$ cat config.mk
export PLATFORM = sky130hd
export DESIGN_NAME = exec_issue_ctrl
export DESIGN_NICKNAME = d
export VERILOG_FILES = /design/src/rtl/exec_issue_ctrl.sv
export SDC_FILE = /design/constraint.sdc
export NUM_CORES = 1
export LEC_CHECK = 0
export BUFFER_PORTS_ARGS = -buffer_cell sky130_fd_sc_hd__buf_2
export CORE_AREA = 2 2 124 126
export CTS_CLUSTER_DIAMETER = 120
export DETAILED_ROUTE_END_ITERATION = 8
export DIE_AREA = 0 0 126 128
export GPL_TIMING_DRIVEN = 0
export MAX_ROUTING_LAYER = met4
export PLACE_DENSITY = 0.75
export SETUP_SLACK_MARGIN = 0.3
export SKIP_LAST_GASP = 1
export SLEW_MARGIN = 20
export SYNTH_ARGS = -nofsm -noshare
export SYNTH_HDL_FRONTEND = slang
export SYNTH_SLANG_ARGS = --single-unit
$ cat constraint.sdc
create_clock -name clk -period 5.3 [get_ports clk]
set_input_delay 0.265 -clock clk [delete_from_list [all_inputs] [get_ports clk]]
set_output_delay 0.265 -clock clk [all_outputs]
set_load 0.02 [all_outputs]
$ cat src/rtl/exec_issue_ctrl.sv
// Execute-stage issue controller: ALU operand/field selection, a 2-entry output skid buffer,
// flush, a saturating stall counter, and optional result forwarding (define EXEC_FWD_EN).
module exec_issue_ctrl #(
    parameter int N    = 32,
    parameter int RA_W = 5
) (
    input  logic            clk,
    input  logic            rst,
    input  logic            flush,
    input  logic            in_valid,
    output logic            in_ready,
    input  logic [6:0]      in_opcode,
    input  logic [2:0]      in_funct3,
    input  logic [6:0]      in_funct7,
    input  logic [RA_W-1:0] in_rs1,
    input  logic [RA_W-1:0] in_rs2,
    input  logic [RA_W-1:0] in_rd,
    input  logic [N-1:0]    in_reg_a,
    input  logic [N-1:0]    in_reg_b,
    input  logic [N-1:0]    in_imm,
    output logic [6:0]      alu_opcode,
    output logic [2:0]      alu_funct3,
    output logic [6:0]      alu_funct7,
    output logic [N-1:0]    alu_a,
    output logic [N-1:0]    alu_b,
    input  logic [N-1:0]    alu_result,
    output logic            out_valid,
    input  logic            out_ready,
    output logic [N-1:0]    out_result,
    output logic [RA_W-1:0] out_rd,
    output logic [6:0]      out_opcode,
    output logic [31:0]     stall_cnt
);

    localparam logic [6:0] OPCODE_REG_REG = 7'b0110011;

    typedef enum logic [1:0] {
        EMPTY = 2'd0,
        ONE   = 2'd1,
        TWO   = 2'd2
    } buf_state_t;

    typedef struct packed {
        logic [N-1:0]    result;
        logic [RA_W-1:0] rd;
        logic [6:0]      opcode;
    } entry_t;

    buf_state_t state, state_nxt;
    entry_t     head, skid, new_entry;
    logic       accept, pop;
    logic       load_head_new, load_head_skid, load_skid;

    assign alu_opcode = in_opcode;
    assign alu_funct3 = in_funct3;
    assign alu_funct7 = in_funct7;

    // Handshake flags come only from registered state, so out_ready never reaches in_ready.
    assign in_ready  = (state != TWO);
    assign out_valid = (state != EMPTY);
    assign accept    = in_valid && in_ready;
    assign pop       = out_valid && out_ready;
    assign new_entry = '{result: alu_result, rd: in_rd, opcode: in_opcode};

    assign out_result = head.result;
    assign out_rd     = head.rd;
    assign out_opcode = head.opcode;

    // NOTE: sequential state uses non-blocking assignments so every register samples pre-edge values.
    always_ff @(posedge clk) begin
        if (rst || flush) begin
            state <= EMPTY;
        end else begin
            state <= state_nxt;
        end
    end

    // NOTE: every output of this block gets a default first, so no path can infer a latch.
    always_comb begin
        state_nxt      = state;
        load_head_new  = 1'b0;
        load_head_skid = 1'b0;
        load_skid      = 1'b0;
        case (state)
            EMPTY: begin
                if (accept) begin
                    state_nxt     = ONE;
                    load_head_new = 1'b1;
                end
            end
            ONE: begin
                if (accept && pop) begin
                    load_head_new = 1'b1;
                end else if (accept) begin
                    state_nxt = TWO;
                    load_skid = 1'b1;
                end else if (pop) begin
                    state_nxt = EMPTY;
                end
            end
            TWO: begin
                if (pop) begin
                    state_nxt      = ONE;
                    load_head_skid = 1'b1;
                end
            end
            default: state_nxt = EMPTY;
        endcase
    end

    always_ff @(posedge clk) begin
        if (rst) begin
            head <= '0;
        end else if (!flush) begin
            if (load_head_new) begin
                head <= new_entry;
            end else if (load_head_skid) begin
                head <= skid;
            end
        end
    end

    // NOTE: the skid entry has no reset; it is only ever read after being written in state ONE.
    always_ff @(posedge clk) begin
        if (!flush && load_skid) begin
            skid <= new_entry;
        end
    end

    always_ff @(posedge clk) begin
        if (rst) begin
            stall_cnt <= '0;
        end else if (out_valid && !out_ready && (stall_cnt != 32'hFFFF_FFFF)) begin
            stall_cnt <= stall_cnt + 32'd1;
        end
    end

`ifdef EXEC_FWD_EN
    localparam logic [6:0] OPCODE_REG_IMM = 7'b0010011;

    logic            fwd_valid;
    logic [RA_W-1:0] fwd_rd;
    logic [N-1:0]    fwd_data;
    logic            writes_reg;

    assign writes_reg = ((in_opcode == OPCODE_REG_REG) || (in_opcode == OPCODE_REG_IMM))
                        && (in_rd != '0);

    always_ff @(posedge clk) begin
        if (rst || flush) begin
            fwd_valid <= 1'b0;
        end else if (accept && writes_reg) begin
            fwd_valid <= 1'b1;
        end
    end

    always_ff @(posedge clk) begin
        if (!rst && !flush && accept && writes_reg) begin
            fwd_rd   <= in_rd;
            fwd_data <= alu_result;
        end
    end

    always_comb begin
        alu_a = in_reg_a;
        alu_b = (in_opcode == OPCODE_REG_REG) ? in_reg_b : in_imm;
        if (fwd_valid && (in_rs1 == fwd_rd)) begin
            alu_a = fwd_data;
        end
        if (fwd_valid && (in_rs2 == fwd_rd) && (in_opcode == OPCODE_REG_REG)) begin
            alu_b = fwd_data;
        end
    end
`else
    logic unused_fwd;

    assign alu_a      = in_reg_a;
    assign alu_b      = (in_opcode == OPCODE_REG_REG) ? in_reg_b : in_imm;
    assign unused_fwd = ^{in_rs1, in_rs2};
`endif

endmodule

==> metrics.md <==
| Metric | Value |
|---|---|
| Crit path DAT | 2.98 ns |
| Layout cell share with drive strength beyond 1 | 43.41% |
| Tmin final | 2.856 ns |
| Vias | 5884 |
| Design Power | 2.471 mW |
| Die Ht | 128 um |
| Maxcap violations | 0 |
| Final Hold Fails | 0 |
| Ys Warns | 0 |
| Leakage | 3.422 nW |
| Setup TNS | 0 ns |
| Placer Congestion | 0.9315 |
| Root buffer cell | clkbuf_16 |
| Synth Instances | 603 |
| GRT Residual Overflow | 0 |
| Worst-case clock buffer depth | 2 |
| Post-synthesis adder-cell area fraction | 0.2153% |
| Post-CTS Hold Buffers | 0 |
| Cell with the most instances after synthesis | dfxtp_1 |
| Combinational family with the most area after synthesis | simple AND/OR/NAND/NOR gates |
| Syn Area/Cell | 9.636 sq um |
| Asr flop ratio synth | 0% |
| Global-route wire length before repair | 30370 um |
| Least-Margin Pin Slew | 0.7298 ns |
| CTS clock-pin slew for the worst setup and hold paths | 0.06 ns |
| Post-Syn Nets | 769 |
| Setup bufs post-CTS | 0 |
| Drt first-iter violations | 615 |
| CTS Buf Count | 17 |
| Buffers on Ports | 270 |
| CP max FO | 10 |
| Yosys cell types | 41 |
| Area growth, synth to finish | 38.29% |
| Most common flop cell mapped by yosys | dfxtp_1 |
| Worst VDD drop | 0.0002373 V |
| Initial core utilization | 39.09% |
| CP required | 5.42 ns |
| Pre-antenna DRT Iters | 5 |
| Via count of the first global-routing pass | 5299 |
| Startpoint class of the critical path | flip-flop |
| Final nets | 1063 |
| Initial antenna violation count | 10 |
| CTS tree | built |
| Vias per cell | 5.320 |
| Core ar. | 14860 sq um |
| Hold_ws | 0.03206 ns |
| Die width | 126 um |
| Total wire length | 21230 um |
| Cell area after layout | 8035 sq um |
| Cell area after synthesis | 5811 sq um |
| Die area | 16130 sq um |
| Critical Path Sink Type | flip-flop |
| PwrDens | 307.5 nW/um^2 |
| IO Count | 324 |
| DRC | 0 |
| Register area share after synthesis | 49.61% |
| RSZ-0062 raised after global routing | false |
| Layout Skew | 0.007694 ns |
| Final core occ | 54.06% |
| Row cnt | 45 |
| Top cells by area, synth | dfxtp_1 (27%), edfxtp_1 (23%), a311oi_1 (6.6%) |
| Top post-synthesis cells by count | dfxtp_1 (78), nand2_1 (64), nor2_1 (58), nand3_1 (56), buf_4 (49) |
| HPWL Detailed | 16500 um |
| Synth Area in Simple Gates | 20.52% |
| Clk sink count | 122 |
| Dpl cell area | 7447 sq um |
| Yosys top cell by area | dfxtp_1 |
| ANT nets after route | 0 |
| Fmax | 0.3501 GHz |
| Clk Latency, worst-skew pair | 0.42 ns |
| Post-synth EDFFs | 44 |
| Total GRT Usage | 25.85% |
| WS Path Type | flip-flop to flip-flop |
| Fin. max-slew vios | 0 |
| HP Class | input pin to flip-flop |
| CTS resizes | 0 |
| Multiplexer share of the synthesized area | 6.761% |
| Pin count of the biggest net entering global routing | 17 |
| # H-tree levels | 4 |
| Outcome | finished clean |
| Slew HR | 50.97% |
| Compound-gate portion of the synthesized area | 12.49% |
| Synthesized flop and latch total | 122 |
| Synth Area in XOR/XNOR | 1.055% |
| Yosys top cell area share | 26.87% |
| # setup viols final | 0 |
| WL/cell | 19.19 um |
| Period utilisation layout | 53.89% |
-- metal layers --
| metal | vias up | GRT usage (%) | wire length [um] | share of wire [%] |
|---|---|---|---|---|
| met5 | - | - | 0 | 0 |
| met3 | 35 | 6.928 | 1847 | 8.7 |
| met1 | 2776 | 30.93 | 8381 | 39 |
| met2 | 284 | 40.83 | 10500 | 49 |
| li1 | 2789 | - | - | - |
| met4 | 0 | 12.09 | 496 | 2.3 |
-- layout make-up --
| cell class | count | area (sq um) |
|---|---|---|
| Sequential cell | 122 | 2883 |
| Buffer | 90 | 524.3 |
| Multi-Input combinational cell | 386 | 2390 |
| Fill cell | 1430 | 6829 |
| Antenna cell | 8 | 20.02 |
| Inverter | 5 | 18.77 |
| Timing Repair Buffer | 275 | 1396 |
| Tap cell | 188 | 235.2 |
| Clock inverter | 8 | 96.34 |
| Clock buffer | 24 | 471.7 |
-- worst paths after layout --
kind / from / endpoint / slack (ns) / cells after the start
setup / recovery: state[1]$_SDFFE_PP0P_ / skid[26]$_DFFE_PP_ / 2.44 / 7
hold / removal: alu_result[21] / skid[33]$_DFFE_PP_ / 0.03 / 1
setup reg to reg: state[1]$_SDFFE_PP0P_ / skid[26]$_DFFE_PP_ / 2.44 / 7
hold reg to reg: out_result[4]$_SDFFE_PP0P_ / out_result[4]$_SDFFE_PP0P_ / 0.49 / 2
-- through the flow --
step                      setup slack, ns  std cells
after floorplan                    0.4379        603
after global placement             -1.656       1061
after detailed placement            2.444       1066
after CTS                           2.459       1098
after global routing                2.252       1103
final                               2.444       1106
-- cells by family (layout without fill, tap and decap cells) --
| family | after synthesis | after routing |
|---|---|---|
| compound gates | 101 | 101 |
| xor+xnor | 7 | 7 |
| fa+ha+maj | 1 | 1 |
| buf+inv | 95 | 402 |
| flops | 122 | 122 |
| mux | 35 | 35 |
| other cells | 0 | 8 |
| simple gates | 242 | 242 |
-- worst max-delay path: stages (launching register included) --
cell	delay (ns)
dfxtp_1	0.35
nor2b_1	0.19
clkbuf_1	0.42
clkbuf_1	0.45
nor3b_2	0.55
buf_6	0.22
buf_6	0.15
buf_4	0.21
-- power by group --
group	internal [mW]	switching [mW]	total, mW
sequential	0.998	0.0135	1.01
clock	0.713	0.408	1.12
combinational	0.134	0.204	0.338
total	1.85	0.625	2.47
-- registers in the layout (all words and copies together) (netlist names) --
signal / count
stall_cnt: 32
skid: 44
out_opcode: 7
state: 2
out_result: 32
out_rd: 5
-- cell usage in the layout, fill, tap and decap left out, drive strengths merged, types with 15 or more instances in the layout --
cell type,count
a311oi,44
nand2,64
edfxtp,44
nand3,56
clkbuf,61
mux2,34
buf,328
nor2,58
o21ai,15
dfxtp,78
a21oi,25
Power figures use the tool's default switching activity.
